==> src/rtl/fb_pkg.sv <==
// fb_pkg: constants and types shared by the frame-buffer port arbiter.
//   FB_IMG_W / FB_IMG_H / FB_PIXELS : default frame geometry
//   FB_ADDR_W / FB_DATA_W           : default RAM address / pixel widths
//   RD_LAT                          : read latency from accept to rd_valid
//   fb_state_e                      : frame FSM state encoding
package fb_pkg;

    localparam int FB_IMG_W  = 100;
    localparam int FB_IMG_H  = 100;
    localparam int FB_PIXELS = FB_IMG_W * FB_IMG_H;
    localparam int FB_ADDR_W = 14;
    localparam int FB_DATA_W = 8;

    // Cycles from the cycle a read is accepted to the cycle rd_valid is high.
    // The in-flight valid shift register is RD_LAT-1 stages deep.
    localparam int RD_LAT = 3;

    typedef enum logic [1:0] {
        S_WAIT_SOF = 2'd0,
        S_FILL     = 2'd1,
        S_DRAIN    = 2'd2
    } fb_state_e;

endpackage

==> src/rtl/fb_port_arbiter_if.sv <==
// fb_port_arbiter_if: all non-clock signals of the frame-buffer arbiter.
//   pixel stream : frame_start, in_data, in_flag
//   read port    : rd_req, rd_addr, rd_ready, rd_data, rd_valid
//   RAM port     : ram_en, ram_we, ram_addr, ram_wdata, ram_rdata
//   status       : frame_done, ovf
// slave modport is the arbiter; master modport is its environment
// (pixel source, image generator and the RAM itself).
interface fb_port_arbiter_if #(
    parameter int ADDR_W = 14,
    parameter int DATA_W = 8
);
    logic              frame_start;
    logic [DATA_W-1:0] in_data;
    logic              in_flag;

    logic              rd_req;
    logic [ADDR_W-1:0] rd_addr;
    logic              rd_ready;
    logic [DATA_W-1:0] rd_data;
    logic              rd_valid;

    logic              ram_en;
    logic              ram_we;
    logic [ADDR_W-1:0] ram_addr;
    logic [DATA_W-1:0] ram_wdata;
    logic [DATA_W-1:0] ram_rdata;

    logic              frame_done;
    logic              ovf;

    modport slave (
        input  frame_start, in_data, in_flag, rd_req, rd_addr, ram_rdata,
        output rd_ready, rd_data, rd_valid, ram_en, ram_we, ram_addr,
               ram_wdata, frame_done, ovf
    );

    modport master (
        output frame_start, in_data, in_flag, rd_req, rd_addr, ram_rdata,
        input  rd_ready, rd_data, rd_valid, ram_en, ram_we, ram_addr,
               ram_wdata, frame_done, ovf
    );
endinterface

==> src/rtl/fb_wr_fifo.sv <==
// fb_wr_fifo: synchronous first-word-fall-through FIFO for pending writes.
//   clk_i, rst_i : clock, synchronous active-high reset
//   push_i/din_i : enqueue; accepted when not full, or when full with pop_i
//   pop_i        : dequeue head (ignored when empty or flushing)
//   flush_i      : discard all contents; a push in the same cycle survives
//                  as the sole entry
//   dout_o       : current head entry
//   full_o, empty_o, count_o : occupancy
module fb_wr_fifo #(
    parameter int WIDTH = 22,
    parameter int DEPTH = 16,
    localparam int AW   = $clog2(DEPTH),
    localparam int CW   = AW + 1
) (
    input  logic             clk_i,
    input  logic             rst_i,
    input  logic             push_i,
    input  logic [WIDTH-1:0] din_i,
    input  logic             pop_i,
    input  logic             flush_i,
    output logic [WIDTH-1:0] dout_o,
    output logic             full_o,
    output logic             empty_o,
    output logic [CW-1:0]    count_o
);
    logic [WIDTH-1:0] mem_q [DEPTH];
    logic [AW-1:0]    wr_ptr_q, rd_ptr_q;
    logic [CW-1:0]    count_q;
    logic             do_push, do_pop;
    logic [AW-1:0]    wr_idx;

    assign full_o  = (count_q == CW'(DEPTH));
    assign empty_o = (count_q == '0);
    assign count_o = count_q;
    assign dout_o  = mem_q[rd_ptr_q];

    always_comb begin
        // A full FIFO still takes a push when the head leaves in the same cycle.
        do_push = push_i && (flush_i || !full_o || pop_i);
        do_pop  = pop_i && !empty_o && !flush_i;
        wr_idx  = flush_i ? '0 : wr_ptr_q;
    end

    always_ff @(posedge clk_i) begin
        if (rst_i) begin
            wr_ptr_q <= '0;
            rd_ptr_q <= '0;
            count_q  <= '0;
        end else if (flush_i) begin
            rd_ptr_q <= '0;
            wr_ptr_q <= AW'(do_push);
            count_q  <= CW'(do_push);
        end else begin
            if (do_push) wr_ptr_q <= wr_ptr_q + AW'(1);
            if (do_pop)  rd_ptr_q <= rd_ptr_q + AW'(1);
            count_q <= count_q + CW'(do_push) - CW'(do_pop);
        end
    end

    // Storage carries no reset; occupancy alone defines what is valid.
    always_ff @(posedge clk_i) begin
        if (do_push) mem_q[wr_idx] <= din_i;
    end

endmodule

==> src/rtl/fb_port_arbiter.sv <==
// fb_port_arbiter: owns the single-port frame-buffer RAM.
//   sys_clk, sys_rst : clock, synchronous active-high reset
//   bus (slave)      : pixel stream in, read request/response, RAM port,
//                      frame_done pulse and sticky ovf
// Incoming pixels are queued with their raster address in a small write
// FIFO. Reads win the RAM port each cycle, except that after STARVE_MAX
// consecutive read grants with writes pending, one write slot is forced.
module fb_port_arbiter
    import fb_pkg::*;
#(
    parameter int IMG_W       = FB_IMG_W,
    parameter int IMG_H       = FB_IMG_H,
    parameter int ADDR_W      = FB_ADDR_W,
    parameter int DATA_W      = FB_DATA_W,
    parameter int WFIFO_DEPTH = 16,
    parameter int STARVE_MAX  = 8
) (
    input  logic             sys_clk,
    input  logic             sys_rst,
    fb_port_arbiter_if.slave bus
);
    localparam int PIXELS = IMG_W * IMG_H;
    localparam int ENT_W  = ADDR_W + DATA_W;
    localparam int CNT_W  = $clog2(WFIFO_DEPTH) + 1;
    localparam int SC_W   = $clog2(STARVE_MAX + 1);
    localparam int VLD_N  = RD_LAT - 1;
    localparam logic [ADDR_W-1:0] LAST_ADDR = ADDR_W'(PIXELS - 1);

    // FIFO
    logic              fifo_push, fifo_pop, fifo_full, fifo_empty, fifo_ne;
    logic [ENT_W-1:0]  fifo_din, fifo_dout;
    logic [CNT_W-1:0]  fifo_cnt;
    logic [ADDR_W-1:0] fifo_addr;
    logic [DATA_W-1:0] fifo_data;

    // Arbitration
    logic              rd_ready, rd_gnt, wr_gnt;
    logic [SC_W-1:0]   starve_q, starve_d;

    // Frame FSM
    fb_state_e         state_q;
    logic [ADDR_W-1:0] wr_cnt_q, wr_cnt_next, push_addr;
    logic              push_req, drop, last_px, last_wr;
    logic              ovf_q, frame_done_q;

    // RAM port and read pipeline
    logic              ram_en_q, ram_we_q;
    logic [ADDR_W-1:0] ram_addr_q, ram_addr_d;
    logic [DATA_W-1:0] ram_wdata_q, ram_wdata_d;
    logic [VLD_N-1:0]  vld_pipe_q;
    logic [DATA_W-1:0] rd_data_q;
    logic              rd_valid_q;

    fb_wr_fifo #(
        .WIDTH (ENT_W),
        .DEPTH (WFIFO_DEPTH)
    ) u_wr_fifo (
        .clk_i   (sys_clk),
        .rst_i   (sys_rst),
        .push_i  (fifo_push),
        .din_i   (fifo_din),
        .pop_i   (fifo_pop),
        .flush_i (bus.frame_start),
        .dout_o  (fifo_dout),
        .full_o  (fifo_full),
        .empty_o (fifo_empty),
        .count_o (fifo_cnt)
    );

    assign fifo_addr = fifo_dout[ENT_W-1:DATA_W];
    assign fifo_data = fifo_dout[DATA_W-1:0];

    always_comb begin
        fifo_ne  = !fifo_empty;
        rd_ready = !(fifo_ne && starve_q == SC_W'(STARVE_MAX));
        rd_gnt   = bus.rd_req && rd_ready;
        // A frame_start flushes the queue, so the old head must not be
        // issued in that same cycle.
        wr_gnt   = fifo_ne && !rd_gnt && !bus.frame_start;
        fifo_pop = wr_gnt;

        // frame_start restarts the raster, so a pixel arriving with it is
        // pixel 0 regardless of the current state.
        push_req  = bus.in_flag && (bus.frame_start || state_q == S_FILL);
        push_addr = bus.frame_start ? '0 : wr_cnt_q;
        fifo_din  = {push_addr, bus.in_data};
        fifo_push = push_req && (bus.frame_start || !fifo_full || fifo_pop);
        drop      = push_req && !fifo_push;
        last_px   = push_req && (push_addr == LAST_ADDR);
        // Dropped pixels still advance the counter to keep raster geometry.
        wr_cnt_next = last_px ? '0 : push_addr + ADDR_W'(1);
        last_wr   = wr_gnt && (fifo_cnt == CNT_W'(1));

        starve_d = starve_q;
        if (rd_gnt && fifo_ne)
            starve_d = (starve_q == SC_W'(STARVE_MAX)) ? starve_q : starve_q + SC_W'(1);
        else if (wr_gnt || !fifo_ne)
            starve_d = '0;

        ram_addr_d  = ram_addr_q;
        ram_wdata_d = ram_wdata_q;
        if (rd_gnt) begin
            ram_addr_d = bus.rd_addr;
        end else if (wr_gnt) begin
            ram_addr_d  = fifo_addr;
            ram_wdata_d = fifo_data;
        end
    end

    // Frame FSM with registered frame_done / ovf.
    always_ff @(posedge sys_clk) begin
        if (sys_rst) begin
            state_q      <= S_WAIT_SOF;
            wr_cnt_q     <= '0;
            ovf_q        <= 1'b0;
            frame_done_q <= 1'b0;
        end else begin
            frame_done_q <= 1'b0;
            if (bus.frame_start) begin
                // Aborting a frame: no frame_done, fresh ovf.
                ovf_q    <= 1'b0;
                wr_cnt_q <= bus.in_flag ? wr_cnt_next : '0;
                state_q  <= last_px ? S_DRAIN : S_FILL;
            end else begin
                case (state_q)
                    S_FILL: begin
                        if (bus.in_flag) begin
                            wr_cnt_q <= wr_cnt_next;
                            if (drop)    ovf_q   <= 1'b1;
                            if (last_px) state_q <= S_DRAIN;
                        end
                    end
                    S_DRAIN: begin
                        if (last_wr || fifo_empty) begin
                            frame_done_q <= 1'b1;
                            state_q      <= S_WAIT_SOF;
                        end
                    end
                    default: ;
                endcase
            end
        end
    end

    // RAM port registers, starvation counter and read return pipeline.
    always_ff @(posedge sys_clk) begin
        if (sys_rst) begin
            starve_q    <= '0;
            ram_en_q    <= 1'b0;
            ram_we_q    <= 1'b0;
            ram_addr_q  <= '0;
            ram_wdata_q <= '0;
            vld_pipe_q  <= '0;
            rd_data_q   <= '0;
            rd_valid_q  <= 1'b0;
        end else begin
            starve_q    <= starve_d;
            ram_en_q    <= rd_gnt || wr_gnt;
            ram_we_q    <= wr_gnt;
            ram_addr_q  <= ram_addr_d;
            ram_wdata_q <= ram_wdata_d;
            // Stage 0: address on the RAM; last stage: ram_rdata valid.
            vld_pipe_q  <= {vld_pipe_q[VLD_N-2:0], rd_gnt};
            rd_valid_q  <= vld_pipe_q[VLD_N-1];
            if (vld_pipe_q[VLD_N-1]) rd_data_q <= bus.ram_rdata;
        end
    end

    assign bus.rd_ready   = rd_ready;
    assign bus.rd_data    = rd_data_q;
    assign bus.rd_valid   = rd_valid_q;
    assign bus.ram_en     = ram_en_q;
    assign bus.ram_we     = ram_we_q;
    assign bus.ram_addr   = ram_addr_q;
    assign bus.ram_wdata  = ram_wdata_q;
    assign bus.frame_done = frame_done_q;
    assign bus.ovf        = ovf_q;

endmodule
==> src/flat_wrapper.sv <==
// flat-port wrapper written by rule: the top's interface ports become plain ports
module fb_port_arbiter_flat import fb_pkg::*;
#(
    parameter int IMG_W       = FB_IMG_W,
    parameter int IMG_H       = FB_IMG_H,
    parameter int ADDR_W      = FB_ADDR_W,
    parameter int DATA_W      = FB_DATA_W,
    parameter int WFIFO_DEPTH = 16,
    parameter int STARVE_MAX  = 8
)
  (sys_clk, sys_rst, bus_frame_start, bus_in_data, bus_in_flag, bus_rd_req, bus_rd_addr, bus_ram_rdata, bus_rd_ready, bus_rd_data, bus_rd_valid, bus_ram_en, bus_ram_we, bus_ram_addr, bus_ram_wdata, bus_frame_done, bus_ovf);
  fb_port_arbiter_if #(.ADDR_W(ADDR_W), .DATA_W(DATA_W)) bus_i ();
  input  logic sys_clk;
  input  logic sys_rst;
  input wire logic [$bits(bus_i.frame_start)-1:0] bus_frame_start;
  input wire logic [$bits(bus_i.in_data)-1:0] bus_in_data;
  input wire logic [$bits(bus_i.in_flag)-1:0] bus_in_flag;
  input wire logic [$bits(bus_i.rd_req)-1:0] bus_rd_req;
  input wire logic [$bits(bus_i.rd_addr)-1:0] bus_rd_addr;
  input wire logic [$bits(bus_i.ram_rdata)-1:0] bus_ram_rdata;
  output wire logic [$bits(bus_i.rd_ready)-1:0] bus_rd_ready;
  output wire logic [$bits(bus_i.rd_data)-1:0] bus_rd_data;
  output wire logic [$bits(bus_i.rd_valid)-1:0] bus_rd_valid;
  output wire logic [$bits(bus_i.ram_en)-1:0] bus_ram_en;
  output wire logic [$bits(bus_i.ram_we)-1:0] bus_ram_we;
  output wire logic [$bits(bus_i.ram_addr)-1:0] bus_ram_addr;
  output wire logic [$bits(bus_i.ram_wdata)-1:0] bus_ram_wdata;
  output wire logic [$bits(bus_i.frame_done)-1:0] bus_frame_done;
  output wire logic [$bits(bus_i.ovf)-1:0] bus_ovf;
  assign bus_i.frame_start = bus_frame_start;
  assign bus_i.in_data = bus_in_data;
  assign bus_i.in_flag = bus_in_flag;
  assign bus_i.rd_req = bus_rd_req;
  assign bus_i.rd_addr = bus_rd_addr;
  assign bus_i.ram_rdata = bus_ram_rdata;
  assign bus_rd_ready = bus_i.rd_ready;
  assign bus_rd_data = bus_i.rd_data;
  assign bus_rd_valid = bus_i.rd_valid;
  assign bus_ram_en = bus_i.ram_en;
  assign bus_ram_we = bus_i.ram_we;
  assign bus_ram_addr = bus_i.ram_addr;
  assign bus_ram_wdata = bus_i.ram_wdata;
  assign bus_frame_done = bus_i.frame_done;
  assign bus_ovf = bus_i.ovf;
  fb_port_arbiter #(.IMG_W(IMG_W), .IMG_H(IMG_H), .ADDR_W(ADDR_W), .DATA_W(DATA_W), .WFIFO_DEPTH(WFIFO_DEPTH), .STARVE_MAX(STARVE_MAX)) u_core (.sys_clk(sys_clk), .sys_rst(sys_rst), .bus(bus_i));
endmodule
==> config.mk <==
export PLATFORM = sky130hd
export DESIGN_NAME = fb_port_arbiter_flat
export DESIGN_NICKNAME = d
export VERILOG_FILES = /design/src/rtl/fb_pkg.sv /design/src/rtl/fb_port_arbiter_if.sv /design/src/rtl/fb_wr_fifo.sv /design/src/rtl/fb_port_arbiter.sv /design/src/flat_wrapper.sv
export SDC_FILE = /design/constraint.sdc
export NUM_CORES = 1
export LEC_CHECK = 0
export ABC_AREA = 0
export CORE_UTILIZATION = 50
export DETAILED_ROUTE_END_ITERATION = 7
export PLACE_DENSITY_LB_ADDON = 0.25
export SETUP_SLACK_MARGIN = 0.5
export SLEW_MARGIN = 10
export SYNTH_ARGS = -nofsm -noshare
export SYNTH_HDL_FRONTEND = slang
export SYNTH_SLANG_ARGS = --single-unit
==> constraint.sdc <==
create_clock -name sys_clk -period 3 [get_ports sys_clk]
set_input_delay 0.6 -clock sys_clk [delete_from_list [all_inputs] [get_ports sys_clk]]
set_output_delay 0.6 -clock sys_clk [all_outputs]
set_load 0.005 [all_outputs]
# Word level (Yosys, flattened, before mapping)
# Memory sizes are Yosys's and may differ from the RTL's. A register that Yosys moved wholly into a read port is not among the register bits.
# Cells that the tools add are included.
[totals] n_memories=1 mem_bits_rw=352 ff_bits=70 inputBits=35 word_cells=101
[mem_list] memory="u_core.u_wr_fifo.mem_q" words=16 word_bits=22 rd=1 rd_ports_with_merged_regs=1 wr=1 line_no="fb_wr_fifo.sv:26" text="logic [WIDTH-1:0] mem_q [DEPTH];"
[classes] n_eq_ne=10 n_bitwise=2 addsub=6 reduce_logical=39 muxes=26
[op_table] cell="$mux W14" count=8
[op_table] cell="$mux W4" count=6
[op_table] cell="$add A14 B1 Y14 const B" count=1
[op_table] cell="$eq A14 B14 Y1 const B" count=1
[op_table] cell="$logic_and A1 B1 Y1" count=13
[op_table] cell="$add A4 B1 Y4 const B" count=3
[op_table] cell="$mux W2" count=5
[op_table] cell="$reduce_bool A2 Y1" count=5
[op_table] cell="$logic_not A1 Y1" count=6
[op_table] cell="$logic_or A1 B1 Y1" count=6
[op_table] cell="$mux W1" count=6
[op_table] cell="$ne A3 B2 Y1 const B" count=2
[op_table] cell="$reduce_and A2 Y1" count=3
[op_table] cell="$add A5 B1 Y5" count=1
[op_table] cell="$eq A5 B1 Y1 const B" count=1
[op_table] cell="$eq A5 B5 Y1 const B" count=1
[op_table] cell="$logic_not A5 Y1" count=1
[op_table] cell="$sub A5 B1 Y5" count=1
[op_table] cell="$eq A4 B4 Y1 const B" count=1
[op_table] cell="$pmux W2 S2" count=1
[op_table] cell="$reduce_and A4 Y1" count=1
[op_table] cell="$ne A3 B3 Y1 const B" count=1
[op_table] cell="$reduce_and A3 Y1" count=1
[op_table] cell="$reduce_bool A3 Y1" count=1
[op_table] cell="6 further kinds" count=7

# Logic depth before layout (Yosys ltp)
# Gate-level depths: netlist of run 1.
[logic_depth] depth_word=14 mapped_depth=16 ltp_nobuf=16

# Hierarchy
# A second synthesis of run 1 with hierarchy kept.
[hier_totals] hier_cells=962 area_unflattened_um2=16892.5
[by_module_without_submodules] module="fb_wr_fifo" seq_area_each_um2=10910.5 area_per_inst_um2=14221.1 n_inst=1 cells_each=652
[by_module_without_submodules] module="fb_port_arbiter" seq_area_each_um2=1141.1 area_per_inst_um2=2671.3 n_inst=1 cells_each=310

# Worst setup path after synthesis of run 1
# OpenSTA, ideal clock, no wires.
[synth_timing] path_kind="input to register" from="input port bus_frame_start" to="memory u_core.u_wr_fifo.mem_q[3][0] (enable)" required_ns=2.599 slack_ns=-0.091 setup_time_ns=0.401 path_buffers=1 stages=5 arrival_ns=2.690 cell_sequence="clkbuf_1 o21ai_1 a31oi_2 nand3b_1 nor2_1"
[synth_between] elab_chain_cells=7 elab_cells_between_ends=11
[synth_rtl] item="from (decl)" line_no="flat_wrapper.sv:15" text="input wire logic [$bits(bus_i.frame_start)-1:0] bus_frame_start;"
[synth_rtl] item="$logic_not A1 Y1" line_no="fb_port_arbiter.sv:79" text="wr_gnt = fifo_ne && !rd_gnt && !bus.frame_start;"
[synth_rtl] item="$logic_and A1 B1 Y1" line_no="fb_port_arbiter.sv:79"
[synth_rtl] item="$logic_or A1 B1 Y1" line_no="fb_wr_fifo.sv:39, fb_port_arbiter.sv:87"
[synth_rtl] item="$logic_and A1 B1 Y1" line_no="fb_port_arbiter.sv:87" text="fifo_push = push_req && (bus.frame_start || !fifo_full || fifo_pop);"
[synth_rtl] item="$logic_and A1 B1 Y1" line_no="fb_wr_fifo.sv:39" text="do_push = push_i && (flush_i || !full_o || pop_i);"
[synth_rtl] item="$mux W1" line_no="fb_wr_fifo.sv:62" text="if (do_push) mem_q[wr_idx] <= din_i;"
[synth_rtl] item="$mux W1 (implied by the code)" line_no="fb_wr_fifo.sv:62"
[synth_rtl] item="to (decl)" line_no="fb_wr_fifo.sv:26"
# Several ways; a longest one is shown, not always the timed one.

# Worst setup path after layout of run 1
[layout_timing] from="register u_core.u_wr_fifo.count_q[3], in the netlist u_core.u_wr_fifo.count_o[3]" to="register u_core.u_wr_fifo.count_q[2], in the netlist u_core.u_wr_fifo.count_o[2]"
[layout_between] elab_chain_cells=13 elab_cells_between_ends=18
[layout_rtl] item="from (decl)" line_no="fb_wr_fifo.sv:28" text="logic [CW-1:0] count_q;"
[layout_rtl] item="from (signal assigned)" line_no="fb_wr_fifo.sv:52" text="count_q <= CW'(do_push);"
[layout_rtl] item="from (signal assigned)" line_no="fb_wr_fifo.sv:56" text="count_q <= count_q + CW'(do_push) - CW'(do_pop);"
[layout_rtl] item="$logic_not A5 Y1" line_no="fb_wr_fifo.sv:33" text="assign empty_o = (count_q == '0);"
[layout_rtl] item="$logic_not A1 Y1" line_no="fb_wr_fifo.sv:40, fb_port_arbiter.sv:74"
[layout_rtl] item="$logic_and A1 B1 Y1" line_no="fb_port_arbiter.sv:75" text="rd_ready = !(fifo_ne && starve_q == SC_W'(STARVE_MAX));"
[layout_rtl] item="$logic_not A1 Y1" line_no="fb_port_arbiter.sv:75"
[layout_rtl] item="$logic_and A1 B1 Y1" line_no="fb_port_arbiter.sv:76" text="rd_gnt = bus.rd_req && rd_ready;"
[layout_rtl] item="$logic_not A1 Y1" line_no="fb_port_arbiter.sv:79"
[layout_rtl] item="$logic_and A1 B1 Y1 (2 in series)" line_no="fb_port_arbiter.sv:79"
[layout_rtl] item="$logic_or A1 B1 Y1" line_no="fb_wr_fifo.sv:39, fb_port_arbiter.sv:87"
[layout_rtl] item="$logic_and A1 B1 Y1" line_no="fb_port_arbiter.sv:87"
[layout_rtl] item="$logic_and A1 B1 Y1" line_no="fb_wr_fifo.sv:39"
[layout_rtl] item="$add A5 B1 Y5" line_no="fb_wr_fifo.sv:56"
[layout_rtl] item="$sub A5 B1 Y5 (*)" line_no="fb_wr_fifo.sv:56"
# Every way passes the cells marked *; elsewhere a longest branch is shown, timed or not.
# A chain may end at the register's enable or synchronous reset.

==> results of run 1 <==
[metrics by stage]
step | hold WS (ns) | power (mW) | setup TNS [ns] | utilization
after floorplan | 0.414 | 7.02 | 0 | -
after global placement | 0.418 | 7.31 | 0 | 0.569
after detailed placement | 0.427 | 7.32 | -0.0158 | 0.569
after CTS | 0.316 | 12.8 | 0 | 0.618
after global routing | 0.320 | 13.1 | 0 | 0.619
final | 0.331 | 12.7 | 0 | 0.619
[logic make-up after synthesis]
family	Yosys count
XOR/XNOR	7
AO/OA/AOI/OAI	124
multiplexers	103
flip-flops	426
AND/OR/NAND/NOR	207
adder cells (fa/ha/maj)	12
buffers and inverters	66
[path summary, 6_finish.rpt]
kind / startpoint / end / slack (ns) / cells past startpoint
hold / removal: sys_rst / u_core.wr_cnt_q[6] / 0.33 / 2
setup / recovery: u_core.u_wr_fifo.count_o[3] / u_core.u_wr_fifo.count_o[2] / 0.37 / 17
hold reg to reg: u_core.vld_pipe_q[0] / u_core.vld_pipe_q[1] / 0.43 / 1
setup reg to reg: u_core.u_wr_fifo.count_o[3] / u_core.u_wr_fifo.count_o[2] / 0.37 / 17
[power breakdown]
| group | leakage [nW] | total (mW) | internal [mW] | switching, mW |
|---|---|---|---|---|
| Combinational | 2.01 | 0.773 | 0.386 | 0.388 |
| Sequential | 4.15 | 6.48 | 6.42 | 0.0562 |
| Clock | 0.708 | 5.47 | 3.27 | 2.20 |
| Total | 6.86 | 12.7 | 10.1 | 2.64 |
[routing by layer]
metal	global-route usage	part of all wire	vias up
li1	-	-	4077
met1	0.315	0.43	4748
met2	0.373	0.50	292
met3	0.0374	0.059	53
met4	0.0587	0.019	0
met5	0	0	-
[timing repair]
item                       CTS  global route
pin swaps                    0             2
setup endpoints to repair   24            36
resized for setup            7             5
hold buffers                 0             0
buffers inserted            12             4
[synth_stat cells, drive strengths merged, types with 2 or more instances]
master,instances,share of area
clkbuf,30,0.0069
nand4,6,0.0023
mux4,91,0.12
ha,11,0.0083
nand2,29,0.0066
a31oi,6,0.0026
xor2,4,0.0021
a21boi,2,0.00091
o22ai,22,0.0083
and4,2,0.0011
buf,21,0.0079
and3,4,0.0015
a211oi,12,0.0054
a41oi,2,0.0011
a22oi,18,0.0082
nand2b,5,0.0019
nor4,3,0.0011
or3,4,0.0015
mux2i,12,0.0073
edfxtp,352,0.64
nor4b,2,0.0011
and2,3,0.0011
o2111ai,2,0.0011
xnor2,3,0.0016
nor2,76,0.017
dfxtp,74,0.089
a221oi,3,0.0027
a21oi,41,0.013
nand3b,5,0.0023
nor3,26,0.0079
o21ai,11,0.0033
nor2b,20,0.0076
inv,15,0.0034
nand3,16,0.0048
[registers in the layout, summed over array words and instances, names as in the netlist, named ones only]
register	cells
u_core.bus.rd_valid	1
u_core.bus.ovf	1
u_core.bus.ram_addr	14
u_core.wr_cnt_q	14
u_core.u_wr_fifo.wr_ptr_q	4
u_core.vld_pipe_q	2
u_core.u_wr_fifo.mem_q	352
u_core.starve_q	4
u_core.bus.ram_en	1
u_core.bus.frame_done	1
u_core.bus.rd_data	8
u_core.u_wr_fifo.rd_ptr_q	4
u_core.bus.ram_wdata	8
u_core.u_wr_fifo.count_o	5
u_core.bus.ram_we	1
u_core.state_q	2
[layout make-up]
type | instances | area (sq um) | share of cell area
well taps | 442 | 553 | 0.0275
inverters | 15 | 56.3 | 0.00280
flip-flops and latches | 426 | 12100 | 0.599
repair buffers | 156 | 1590 | 0.0790
clock buffers | 55 | 1160 | 0.0577
multi-input cells | 453 | 4410 | 0.219
clock inverters | 22 | 292 | 0.0145
[worst register-to-register path, delay by kind of cell, from the launching register on]
kind            cells  cell delay, ns
buf+inv             8            0.63
flops               1            0.33
compound gates      4            0.51
fa+ha+maj           4            0.78
simple gates        1            0.31
==> flow_summary.yaml, run 1 <==
finish:
  n_fill_cell: 2337
  finalInstanceArea_sq_um: 20100
  fin_cells: 1569
  final_cell_mix: "edfxtp_1 (352), mux4_2 (90), dfxtp_1 (68), clkdlybuf4s50_1 (68), buf_4 (65)"
  final_common_cell: "edfxtp_1"
  syn_to_final_growth_pct: 21.5
  drive_gt1_frac: 0.258
  antenna_cells: 0
  nNetsFinal: 1142
critical_path:
  criticalPathCategory: "reg2reg"
  path_max_fanout: 3
  crit_path_top_delay_cell: "dfxtp_2"
  cpMostUsedCell: "inv_2"
  worst-endpoint-arrival_ns: 3.10
  critical_path_buf_inv_count: 8
  cp-end-kind: "flop"
  startpoint_type: "flop"
  crit_chain: "inv_2 > ha_4 > nor4b_4 > o21a_4 > a31oi_4 > inv_2 > ha_4 > inv_2 > ha_4 > inv_2 > fa_2 > inv_2 > buf_4 > buf_6 > buf_4 > o21ai_1 > a21oi_1"
  cp_slowest_stage_delay_ns: 0.33
  crit_required_ns: 3.47
  crit_family: "adder cells"
drt:
  vias_per_cell: 5.84
  drt-pass1-iter-count: 5
  antenna_left: 0
  drt-wirelength-per-cell_um: 23.5
  drt_iter0_drc: 959
  wl_um: 36900
  drcViolationCount: 0
  vias: 9170
sta:
  setup_viol: 0
  fin_skew_ns: 0.0224
  rsz0062_at_grt: "true"
  max_freq_ghz: 0.381
  layout_setup_ws_ns: 0.374
  final.period_utilization: 0.875
  finalHoldViolations: 0
  worstMarginPinSlew_ns: 1.16
  slew_headroom: 0.224
  maxSlewViolCount: 0
  period_minus_slack_ns: 2.63
floorplanning:
  die_h_um: 184
  start_util: 0.509
  row_count: 66
  die_x_um: 184
  io_pins: 71
  die-area_sq_um: 33900
  core_area_sq_um: 32500
run:
  maxCapViolCount: 0
synth:
  synth-compound-area-share: 0.0487
  synth-seq-cells: 426
  synthMuxAreaShare: 0.131
  synth.distinct_cells: 56
  synth_fa_ha_area_frac: 0.00952
  ys_warn_count: 0
  ys.flop_type: "edfxtp_1"
  synth-simple-area-share: 0.0609
  syn_nets: 992
  synth_edf_count: 352
  netlist_area_sq_um: 16600
  syn_inst: 945
  synth-xor-area-share: 0.00370
  synth_area_per_cell_sq_um: 17.5
  synth_top_family_by_area: "multiplexers"
  ys_seq_area_frac: 0.728
  async_flop_share: 0
pwr:
  vdd_ir_drop_max_mv: 0.620
  power_density_nw_per_um2: 632
  p_leak_nw: 6.86
placed_design:
  pre_cts_ws_ns: -0.0158
  io_buffer_count: 70
  dp_hpwl_um: 22300
  place_area_sq_um: 18500
  dp_cells: 1476
  gp_congestion: 0.833
clock_network:
  cts_inserted_buffers: 43
  worstSkewPairLatency_ns: 0.56
  cts.reportedPaths.clkPinSlew_ns: 0.06
  cts_max_level: 2
  cts_tree: "yes"
  clk_path_buf_depth: 3
  clock_sinks: 426
  root_buffer: "clkbuf_16"
global_routing:
  grt_max_degree: 63
  grt_usage: 0.226
  grt_pass1_vias: 9216
  gr-total-overflow: 0
  grt_first_pass_wirelength_um: 55800
  grt_antenna_before_repair: 0
hold_path:
  hold_class: "in2reg"
run_status:
  status: "finished, final reports clean"
Note: power is estimated with default switching activity, not from simulation.
==> run 2, diff against run 1 <==
Settings changed: HOLD_SLACK_MARGIN from default to 0.12.
==> results of run 2 <==
The final DEF is identical to that of run 1; final timing and power are the same.
==> run 3, diff against run 2 <==
Settings changed: SKIP_LAST_GASP from default to 1.
==> results of run 3 <==
The final DEF is identical to that of run 1; final timing and power are the same.
